File: config.mk
export PLATFORM = sky130hd
export DESIGN_NAME = core_sequencer_flat
export DESIGN_NICKNAME = d
export VERILOG_FILES = /design/src/rtl/core_pkg.sv /design/src/rtl/core_sequencer_if.sv /design/src/rtl/mem_wait_timer.sv /design/src/rtl/core_sequencer.sv /design/src/flat_wrapper.sv
export SDC_FILE = /design/constraint.sdc
export NUM_CORES = 1
export LEC_CHECK = 0
export CORE_MARGIN = 4
export CORE_UTILIZATION = 41
export DETAILED_ROUTE_END_ITERATION = 10
export PLACE_DENSITY = 0.84
export SLEW_MARGIN = 10
export SYNTH_ARGS = -nofsm -noshare
export SYNTH_HDL_FRONTEND = slang
export SYNTH_SLANG_ARGS = --single-unit
File: constraint.sdc
create_clock -name clk -period 3.5 [get_ports clk]
set_input_delay 0.875 -clock clk [delete_from_list [all_inputs] [get_ports clk]]
set_output_delay 0.875 -clock clk [all_outputs]
set_load 0.01 [all_outputs]
File: src/rtl/core_pkg.sv
// rtl/core_pkg.sv - shared state encoding, opcodes and reset PC for the core sequencer
// Contents: state_t (FETCH..HALT), RV32I major opcodes, CORE_RESET_PC,
//           is_exec_op() which tells DECODE whether an opcode continues to EXEC.
package core_pkg;

   typedef enum logic [2:0] {
      FETCH,
      DECODE,
      EXEC,
      MEM,
      WB,
      HALT
   } state_t;

   localparam logic [6:0] OP_R      = 7'b0110011;
   localparam logic [6:0] OP_I      = 7'b0010011;
   localparam logic [6:0] OP_LOAD   = 7'b0000011;
   localparam logic [6:0] OP_STORE  = 7'b0100011;
   localparam logic [6:0] OP_BRANCH = 7'b1100011;
   localparam logic [6:0] OP_SYSTEM = 7'b1110011;

   localparam logic [31:0] CORE_RESET_PC = 32'h0000_0000;

   function automatic logic is_exec_op(input logic [6:0] op);
      return (op == OP_R) || (op == OP_I) || (op == OP_LOAD) ||
             (op == OP_STORE) || (op == OP_BRANCH);
   endfunction

endpackage

File: src/rtl/core_sequencer_if.sv
// rtl/core_sequencer_if.sv - instruction and data memory req/ack buses of the core sequencer
// imem: imem_req, imem_addr (to memory); imem_ack, imem_rdata (from memory)
// dmem: dmem_req, dmem_we, dmem_addr, dmem_wdata (to memory); dmem_ack, dmem_rdata (from memory)
// master = sequencer side, slave = memory side.
interface core_sequencer_if;

   logic        imem_req;
   logic [31:0] imem_addr;
   logic        imem_ack;
   logic [31:0] imem_rdata;

   logic        dmem_req;
   logic        dmem_we;
   logic [31:0] dmem_addr;
   logic [31:0] dmem_wdata;
   logic        dmem_ack;
   logic [31:0] dmem_rdata;

   modport master (
      output imem_req, imem_addr,
      input  imem_ack, imem_rdata,
      output dmem_req, dmem_we, dmem_addr, dmem_wdata,
      input  dmem_ack, dmem_rdata
   );

   modport slave (
      input  imem_req, imem_addr,
      output imem_ack, imem_rdata,
      input  dmem_req, dmem_we, dmem_addr, dmem_wdata,
      output dmem_ack, dmem_rdata
   );

endinterface

File: src/rtl/mem_wait_timer.sv
// rtl/mem_wait_timer.sv - counts unacknowledged request cycles and flags a memory timeout
// Ports: clk, rst (sync, active-low); waiting = a request is outstanding;
//        ack = the matching acknowledge; expired = this edge is the LIMIT-th unacked cycle.
module mem_wait_timer #(
   parameter int LIMIT = 255
) (
   input  logic clk,
   input  logic rst,
   input  logic waiting,
   input  logic ack,
   output logic expired
);

   localparam int            CW   = ($clog2(LIMIT + 1) > 8) ? $clog2(LIMIT + 1) : 8;
   localparam logic [CW-1:0] LAST = CW'(LIMIT - 1);

   logic [CW-1:0] cnt;

   // Leaving a wait state always needs an ack (or a timeout into HALT), so
   // clearing on ack or when idle gives a fresh count on every FETCH/MEM entry.
   always_ff @(posedge clk) begin
      if (!rst || !waiting || ack) begin
         cnt <= '0;
      end else begin
         cnt <= cnt + CW'(1);
      end
   end

   // An ack arriving on the limit edge takes priority over the timeout.
   assign expired = waiting & ~ack & (cnt == LAST);

endmodule

File: src/rtl/core_sequencer.sv
// rtl/core_sequencer.sv - multi-cycle fetch/decode/exec/mem/wb control FSM for the RV32I core
// Ports: clk, rst (sync, active-low); mem (core_sequencer_if.master: imem/dmem req/ack buses);
//        ir out; imm, cu_mem_to_reg, cu_mem_wr, cu_branch, alu_result, rs2_data in;
//        rf_we, rf_wdata, pc, retired, halted, illegal, bus_err out.
// Optional macro SEQ_MEM_TIMEOUT_EN: halt with bus_err after TIMEOUT_CYCLES unacked memory cycles.
module core_sequencer
   import core_pkg::*;
#(
   parameter logic [31:0] RESET_PC       = CORE_RESET_PC,
   parameter int          TIMEOUT_CYCLES = 255
) (
   input  logic                    clk,
   input  logic                    rst,
   core_sequencer_if.master        mem,
   output logic [31:0]             ir,
   input  logic [31:0]             imm,
   input  logic                    cu_mem_to_reg,
   input  logic                    cu_mem_wr,
   input  logic                    cu_branch,
   input  logic [31:0]             alu_result,
   input  logic [31:0]             rs2_data,
   output logic                    rf_we,
   output logic [31:0]             rf_wdata,
   output logic [31:0]             pc,
   output logic [31:0]             retired,
   output logic                    halted,
   output logic                    illegal,
   output logic                    bus_err
);

   state_t      state;
   logic [31:0] alu_q;
   logic [31:0] mem_q;
   logic        imem_req_q;
   logic        dmem_req_q;
   logic        bus_err_q;
   logic        timeout;

`ifdef SEQ_MEM_TIMEOUT_EN
   // Only one of the two requests is ever outstanding, so a single timer serves both.
   mem_wait_timer #(
      .LIMIT (TIMEOUT_CYCLES)
   ) u_wait_timer (
      .clk     (clk),
      .rst     (rst),
      .waiting (imem_req_q | dmem_req_q),
      .ack     (imem_req_q ? mem.imem_ack : mem.dmem_ack),
      .expired (timeout)
   );
`else
   logic unused_timeout_cfg;
   assign unused_timeout_cfg = ^TIMEOUT_CYCLES;
   assign timeout            = 1'b0;
`endif

   assign mem.imem_req   = imem_req_q;
   assign mem.imem_addr  = pc;
   assign mem.dmem_req   = dmem_req_q;
   assign mem.dmem_we    = dmem_req_q & cu_mem_wr;
   assign mem.dmem_addr  = alu_q;
   assign mem.dmem_wdata = rs2_data;
   assign rf_wdata       = rf_we ? (cu_mem_to_reg ? mem_q : alu_q) : 32'h0;
   assign bus_err        = bus_err_q;

   // Request/write-enable flags are registered alongside the state so each
   // one is high exactly while the FSM sits in its owning state.
   always_ff @(posedge clk) begin
      if (!rst) begin
         state      <= FETCH;
         pc         <= RESET_PC;
         ir         <= 32'h0;
         retired    <= 32'h0;
         alu_q      <= 32'h0;
         mem_q      <= 32'h0;
         imem_req_q <= 1'b1;
         dmem_req_q <= 1'b0;
         rf_we      <= 1'b0;
         halted     <= 1'b0;
         illegal    <= 1'b0;
         bus_err_q  <= 1'b0;
      end else begin
         case (state)
            FETCH: begin
               if (mem.imem_ack) begin
                  ir         <= mem.imem_rdata;
                  imem_req_q <= 1'b0;
                  state      <= DECODE;
               end else if (timeout) begin
                  imem_req_q <= 1'b0;
                  halted     <= 1'b1;
                  bus_err_q  <= 1'b1;
                  state      <= HALT;
               end
            end
            DECODE: begin
               if (is_exec_op(ir[6:0])) begin
                  state <= EXEC;
               end else begin
                  halted  <= 1'b1;
                  illegal <= (ir[6:0] != OP_SYSTEM);
                  state   <= HALT;
               end
            end
            EXEC: begin
               alu_q <= alu_result;
               if (cu_branch) begin
                  pc         <= alu_result[0] ? pc + imm : pc + 32'd4;
                  retired    <= retired + 32'd1;
                  imem_req_q <= 1'b1;
                  state      <= FETCH;
               end else if (cu_mem_to_reg || cu_mem_wr) begin
                  dmem_req_q <= 1'b1;
                  state      <= MEM;
               end else begin
                  rf_we <= 1'b1;
                  state <= WB;
               end
            end
            MEM: begin
               if (mem.dmem_ack) begin
                  dmem_req_q <= 1'b0;
                  if (cu_mem_wr) begin
                     pc         <= pc + 32'd4;
                     retired    <= retired + 32'd1;
                     imem_req_q <= 1'b1;
                     state      <= FETCH;
                  end else begin
                     mem_q <= mem.dmem_rdata;
                     rf_we <= 1'b1;
                     state <= WB;
                  end
               end else if (timeout) begin
                  dmem_req_q <= 1'b0;
                  halted     <= 1'b1;
                  bus_err_q  <= 1'b1;
                  state      <= HALT;
               end
            end
            WB: begin
               rf_we      <= 1'b0;
               pc         <= pc + 32'd4;
               retired    <= retired + 32'd1;
               imem_req_q <= 1'b1;
               state      <= FETCH;
            end
            default: begin
               // HALT is absorbing; only reset leaves it.
            end
         endcase
      end
   end

endmodule

File: src/flat_wrapper.sv
// flat-port wrapper written by rule: the top's interface ports become plain ports
module core_sequencer_flat import core_pkg::*;
#(
   parameter logic [31:0] RESET_PC       = CORE_RESET_PC,
   parameter int          TIMEOUT_CYCLES = 255
)
  (clk, rst, ir, imm, cu_mem_to_reg, cu_mem_wr, cu_branch, alu_result, rs2_data, rf_we, rf_wdata, pc, retired, halted, illegal, bus_err, mem_imem_req, mem_imem_addr, mem_imem_ack, mem_imem_rdata, mem_dmem_req, mem_dmem_we, mem_dmem_addr, mem_dmem_wdata, mem_dmem_ack, mem_dmem_rdata);
  core_sequencer_if mem_i ();
  input  logic clk;
  input  logic rst;
  output logic [31:0] ir;
  input  logic [31:0] imm;
  input  logic cu_mem_to_reg;
  input  logic cu_mem_wr;
  input  logic cu_branch;
  input  logic [31:0] alu_result;
  input  logic [31:0] rs2_data;
  output logic rf_we;
  output logic [31:0] rf_wdata;
  output logic [31:0] pc;
  output logic [31:0] retired;
  output logic halted;
  output logic illegal;
  output logic bus_err;
  output wire logic [$bits(mem_i.imem_req)-1:0] mem_imem_req;
  output wire logic [$bits(mem_i.imem_addr)-1:0] mem_imem_addr;
  input wire logic [$bits(mem_i.imem_ack)-1:0] mem_imem_ack;
  input wire logic [$bits(mem_i.imem_rdata)-1:0] mem_imem_rdata;
  output wire logic [$bits(mem_i.dmem_req)-1:0] mem_dmem_req;
  output wire logic [$bits(mem_i.dmem_we)-1:0] mem_dmem_we;
  output wire logic [$bits(mem_i.dmem_addr)-1:0] mem_dmem_addr;
  output wire logic [$bits(mem_i.dmem_wdata)-1:0] mem_dmem_wdata;
  input wire logic [$bits(mem_i.dmem_ack)-1:0] mem_dmem_ack;
  input wire logic [$bits(mem_i.dmem_rdata)-1:0] mem_dmem_rdata;
  assign mem_imem_req = mem_i.imem_req;
  assign mem_imem_addr = mem_i.imem_addr;
  assign mem_i.imem_ack = mem_imem_ack;
  assign mem_i.imem_rdata = mem_imem_rdata;
  assign mem_dmem_req = mem_i.dmem_req;
  assign mem_dmem_we = mem_i.dmem_we;
  assign mem_dmem_addr = mem_i.dmem_addr;
  assign mem_dmem_wdata = mem_i.dmem_wdata;
  assign mem_i.dmem_ack = mem_dmem_ack;
  assign mem_i.dmem_rdata = mem_dmem_rdata;
  core_sequencer #(.RESET_PC(RESET_PC), .TIMEOUT_CYCLES(TIMEOUT_CYCLES)) u_core (.clk(clk), .rst(rst), .mem(mem_i), .ir(ir), .imm(imm), .cu_mem_to_reg(cu_mem_to_reg), .cu_mem_wr(cu_mem_wr), .cu_branch(cu_branch), .alu_result(alu_result), .rs2_data(rs2_data), .rf_we(rf_we), .rf_wdata(rf_wdata), .pc(pc), .retired(retired), .halted(halted), .illegal(illegal), .bus_err(bus_err));
endmodule
Word level (Yosys, flattened, before mapping)
Index checks and enable logic that the tools add are counted. W data, S select, Z words.

Bits in registers: 168. Input bits: 167. Output and inout bits: 231. Logic and storage cells: 85.

Add/subtract/negate cells: 3. Equality and inequality tests: 18. Muxes and demuxes: 32. Bitwise logic cells: 3. Reductions and logical operators: 18.

Operators by type and width (number): $mux W32 (9); $pmux W32 S3 (2); $add A32 B1 Y32 const B (1); $add A32 B3 Y32 const B (1); $add A32 B32 Y32 (1); $mux W3 (6); $pmux W3 S5 (1); $eq A7 B6 Y1 const B (2); $ne A2 B2 Y1 const B (7); $mux W1 (11); $reduce_and A5 Y1 (2); $reduce_and A4 Y1 (2); $eq A7 B2 Y1 const B (1); $eq A7 B5 Y1 const B (1); $eq A7 B7 Y1 const B (1); $ne A7 B7 Y1 const B (1); $eq A3 B2 Y1 const B (2); $reduce_and A3 Y1 (2); $logic_or A1 B1 Y1 (5); $reduce_bool A5 Y1 (1); $pmux W1 S4 (1); $reduce_and A2 Y1 (2); $reduce_bool A4 Y1 (1); $eq A3 B1 Y1 const B (1); 9 further kinds (10).

Depth between registers and ports, before layout
Gate-level depths: netlist of the first run.

Word-level depth: 7. Depth in mapped cells: 13. Gate-level depth less buffers: 13.

Worst setup path after synthesis of the first run
Ideal clock, no wire load.

Kind: input -> register. Start: in imm[0]. End: reg u_core.pc[26] (netlist: u_core.mem.imem_addr[26]). Arrival time: 2.992 ns. Slack: 0.438 ns. Cell stages on the path: 13. Path through: ha_1 > inv_1 > fa_1 > nand2b_1 > a21oi_1 > o21ai_1 > a21oi_1 > o2111ai_1 > nand4_1 > o211ai_1 > nor2_1 > mux2_2 > a21oi_1.

Longest elaborated chain between the ends: 4.

Ends and longest elaborated chain: from (decl) (line flat_wrapper.sv:12) `input logic [31:0] imm;`; $add A32 B32 Y32 (line core_sequencer.sv:107) `pc <= alu_result[0] ? pc + imm : pc + 32'd4;`; $mux W32 (line core_sequencer.sv:107); $mux W32 (line core_sequencer.sv:106) `if (cu_branch) begin`; $pmux W32 S3 (line core_sequencer.sv:82) `case (state)`; to (signal assigned) (line core_sequencer.sv:107); to (signal assigned) (line core_sequencer.sv:123) `pc <= pc + 32'd4;`; to (signal assigned) (line core_sequencer.sv:141) `pc <= pc + 32'd4;`; to (decl) (line core_sequencer.sv:24) `output logic [31:0] pc,`.

Every way passes these cells. The select of a mux whose other input is x is not followed. A chain may end at the register's enable or synchronous reset.

Worst setup path in the final report of the first run
Start: in imm[1]. End: reg u_core.pc[27] (netlist: u_core.mem.imem_addr[27]).

Same word-level chain as after synthesis.

==> out/results.txt, run 1 <==
Via-to-Cell Ratio -> 5.388
Crit. Startpoint -> imm[1]
DIE AREA -> 25800 sq um
Place WS -> -0.3640 ns
Min-Delay Endpoint -> u_core.mem_q[1]
Adder-cell share of the synthesized area -> 4.532%
Worst-path clk slew -> 0.07 ns
Largest net degree at the start of global routing -> 45
Ys Warns -> 0
Number of global-route vias before repair -> 9518
Layer with the highest usage -> met2
Final net count -> 1733
FF-to-FF Start -> u_core.mem.imem_addr[0]
Final Hold Fails -> 0
M3 GR Usage -> 5.106%
Tot GR Track Use -> 23.64%
Initial antenna violation count -> 0
Worst Hold Margin -> 0.4554 ns
Synthesized area -> 9552 sq um
DR DRC count -> 0
FFs w/ async S/R, synth -> 0%
Worst R2R End -> u_core.mem.imem_addr[26]
Endpoint type of the worst setup path -> flop
Top_reg_cell synth -> dfxtp_1
Hold wc startpoint -> u_core.mem_q[1]
Outcome -> complete, no violations
Mean Syn Cell Area -> 7.581 sq um
# fillers -> 2017
Setup TNS Final -> 0 ns
Clock Latency Late Sink -> 0.42 ns
Die width -> 160.6 um
Routability cong. -> 0.8876
Layout area overhead -> 42.23%
Initial DRC Count -> 738
Compound-cell area share of the yosys netlist -> 18.72%
XOR/XNOR Fraction of Synth Area -> 4.676%
Mux contribution to synthesized area -> 3.576%
Starting Density -> 41.93%
Post-Synth Simple-Gate Area -> 24.73%
Core Rows -> 55
Post-synth EDFFs -> 0
FF+latch count, synth -> 168
Class of the worst hold path -> reg -> reg
Buffers on Ports -> 332
Cell Chain, Critical Path -> clkdlybuf4s50_1, ha_1, a21o_1, a41oi_2, o21ai_2, a211oi_2, o21ai_1, a211o_1, a31oi_1, xnor2_1, nor2_1, a2111oi_0
Gr ovfl total -> 0
Setup ws final -> 0.1237 ns
Final Setup Violations -> 0
Core area -> 22780 sq um
Layout cells sized above 1 -> 7.638%
GR Util met2 -> 40.48%
Worst hold path stage count -> 2
H-tree depth -> 4
Pleak -> 5.031 nW
Wire per inst -> 17.30 um
Slowest-stage cell, CP -> clkdlybuf4s50_1
Slew at the pin closest to its max-slew limit -> 0.7149 ns
Hpwl dp -> 23.85 mm
First-pass GRT wire length -> 50.40 mm
Final Skew -> 0.01258 ns
CTS tree -> done
Crit share post-route -> 96.47%
Largest family of logic cells by synthesized area -> simple AND/OR/NAND/NOR gates
Dpl cells -> 1826
Chip Height -> 160.6 um
Max-Cap Viols -> 0
Clock Sinks -> 168
Maximum fanout along the worst path -> 2
Worst R2R Path Depth -> 14
CTS buffer count -> 17
CP required -> 3.80 ns
# diodes -> 0
Syn Inst Count -> 1260
Worst setup SP type -> input port
Total routed wirelength -> 32.14 mm
Routed via count -> 10010
Crit-path max cell delay -> 0.49 ns
CP arrival -> 3.68 ns
Commonest non-fill, non-tap cell in the layout -> clkdlybuf4s50_1
Setup CP Type -> in -> reg
Peak supply drop -> 0.2767 mV
Grt met1 use -> 29.28%
Final min period -> 3.376 ns
CTS max path bufs -> 2
DRT Pass-1 Iters -> 7
Post-CTS setup buffers -> 0
Relative slew slack -> 52.34%
Register-to-register setup slack -> 0.60 ns
Clock root buffer -> clkbuf_16
Syn Nets -> 1461
Post-DRT Antenna Nets -> 0
Non-Filler Instances -> 1858
Power per standard cell area -> 337.4 nW/um^2
I/O pin count -> 398
Synth unique cells -> 67
Final slew viol count -> 0
Register area share after synthesis -> 35.21%
Max Clk Rate -> 0.2962 GHz
Most frequent cells in the layout -> 330 x clkdlybuf4s50_1, 267 x nand2_1, 168 x dfxtp_1
-- repair_timing --
action	CTS	global route
hold endpoints to repair	0	0
endpoints found under the setup margin	0	5
hold buffers	0	0
gates resized for setup	0	6
-- kinds of logic (layout without fill, tap and decap cells) --
kind of cell	after synthesis	after routing
fa+ha+maj	34	34
flops	168	168
mux	34	34
other cells	1	1
xor+xnor	51	51
buf+inv	149	434
simple gates	520	520
compound gates	303	303
-- worst max-delay path: cells and delay by family --
family | cells | cell delay, ns
AO/OA/AOI/OAI | 8 | 1.85
buffers and inverters | 1 | 0.49
adder cells (fa/ha/maj) | 1 | 0.23
XOR/XNOR | 1 | 0.17
AND/OR/NAND/NOR | 1 | 0.06
-- worst max-delay path by stage --
stage,endpoint,slack [ns],depth (start not counted)
2_1_floorplan,u_core.mem.imem_addr[26],0.44,13
3_3_place_gp,u_core.mem.imem_addr[26],-0.23,15
3_5_place_dp,u_core.mem.imem_addr[26],-0.36,15
4_1_cts,u_core.mem.imem_addr[26],0.09,15
5_1_grt,u_core.mem.imem_addr[26],-0.009,15
6_report,u_core.mem.imem_addr[27],0.12,12
-- where the power goes --
group / leakage, nW / switching, mW / internal [mW]
Sequential: 1.36 / 0.0438 / 1.95
Clock: 0.295 / 0.891 / 1.02
Combinational: 3.38 / 0.319 / 0.354
Total: 5.03 / 1.25 / 3.33
-- sequential cells by signal, summed over array words and instances, names as in the netlist, 3 cells and up --
signal	flops
u_core.ir	32
u_core.mem.dmem_addr	32
u_core.mem.imem_addr	32
u_core.mem_q	32
u_core.retired	32
u_core.state	3
-- layer usage --
| metal | up-vias | wire length [um] | part of all wire, % |
|---|---|---|---|
| met1 | 4665 | 13070 | 41 |
| met2 | 470 | 15920 | 50 |
| met4 | 0 | 844 | 2.6 |
| met5 | - | 0 | 0 |
| met3 | 60 | 2308 | 7.2 |
| li1 | 4816 | - | - |
-- synthesized netlist by cell type, types with 19 or more instances --
cell      number  area [sq um]
a21oi_1      161         805.8
and3_1        19         118.9
buf_4         65         488.0
clkbuf_1      59         221.5
dfxtp_1      168          3363
ha_1          33         412.9
mux2i_1       33         330.3
nand2_1      267          1002
nand3_1       39         195.2
nor2_1        83         311.6
nor2b_1       36         225.2
o21ai_0       45         225.2
xnor2_1       23         201.4
xor2_1        28         245.2
-- stage by stage --
stage	instance area (sq um)	total power [mW]	util [%]
after floorplan	9552	2.379	-
after global placement	12950	2.690	56.87
after detailed placement	12950	2.700	56.87
after CTS	13560	4.615	59.51
after global routing	13590	4.758	59.64
final	13590	4.583	59.64
-- layout make-up --
cell class / count / area (sq um) / share of cell area [%]
Tap cell: 313 / 391.6 / 2.883
Clock inverter: 15 / 176.4 / 1.299
Multi-Input combinational cell: 943 / 5423 / 39.92
Inverter: 16 / 62.56 / 0.4605
Timing Repair Buffer: 386 / 3744 / 27.56
Sequential cell: 168 / 3363 / 24.76
Clock buffer: 17 / 425.4 / 3.131
(Power assumes the default switching activity.)
==> inputs of run 2 (changes only) <==
ABC_CLOCK_PERIOD_IN_PS = 3500   (was not set)
==> results of run 2 <==
Final layout, timing and power as in run 1 (identical DEF).
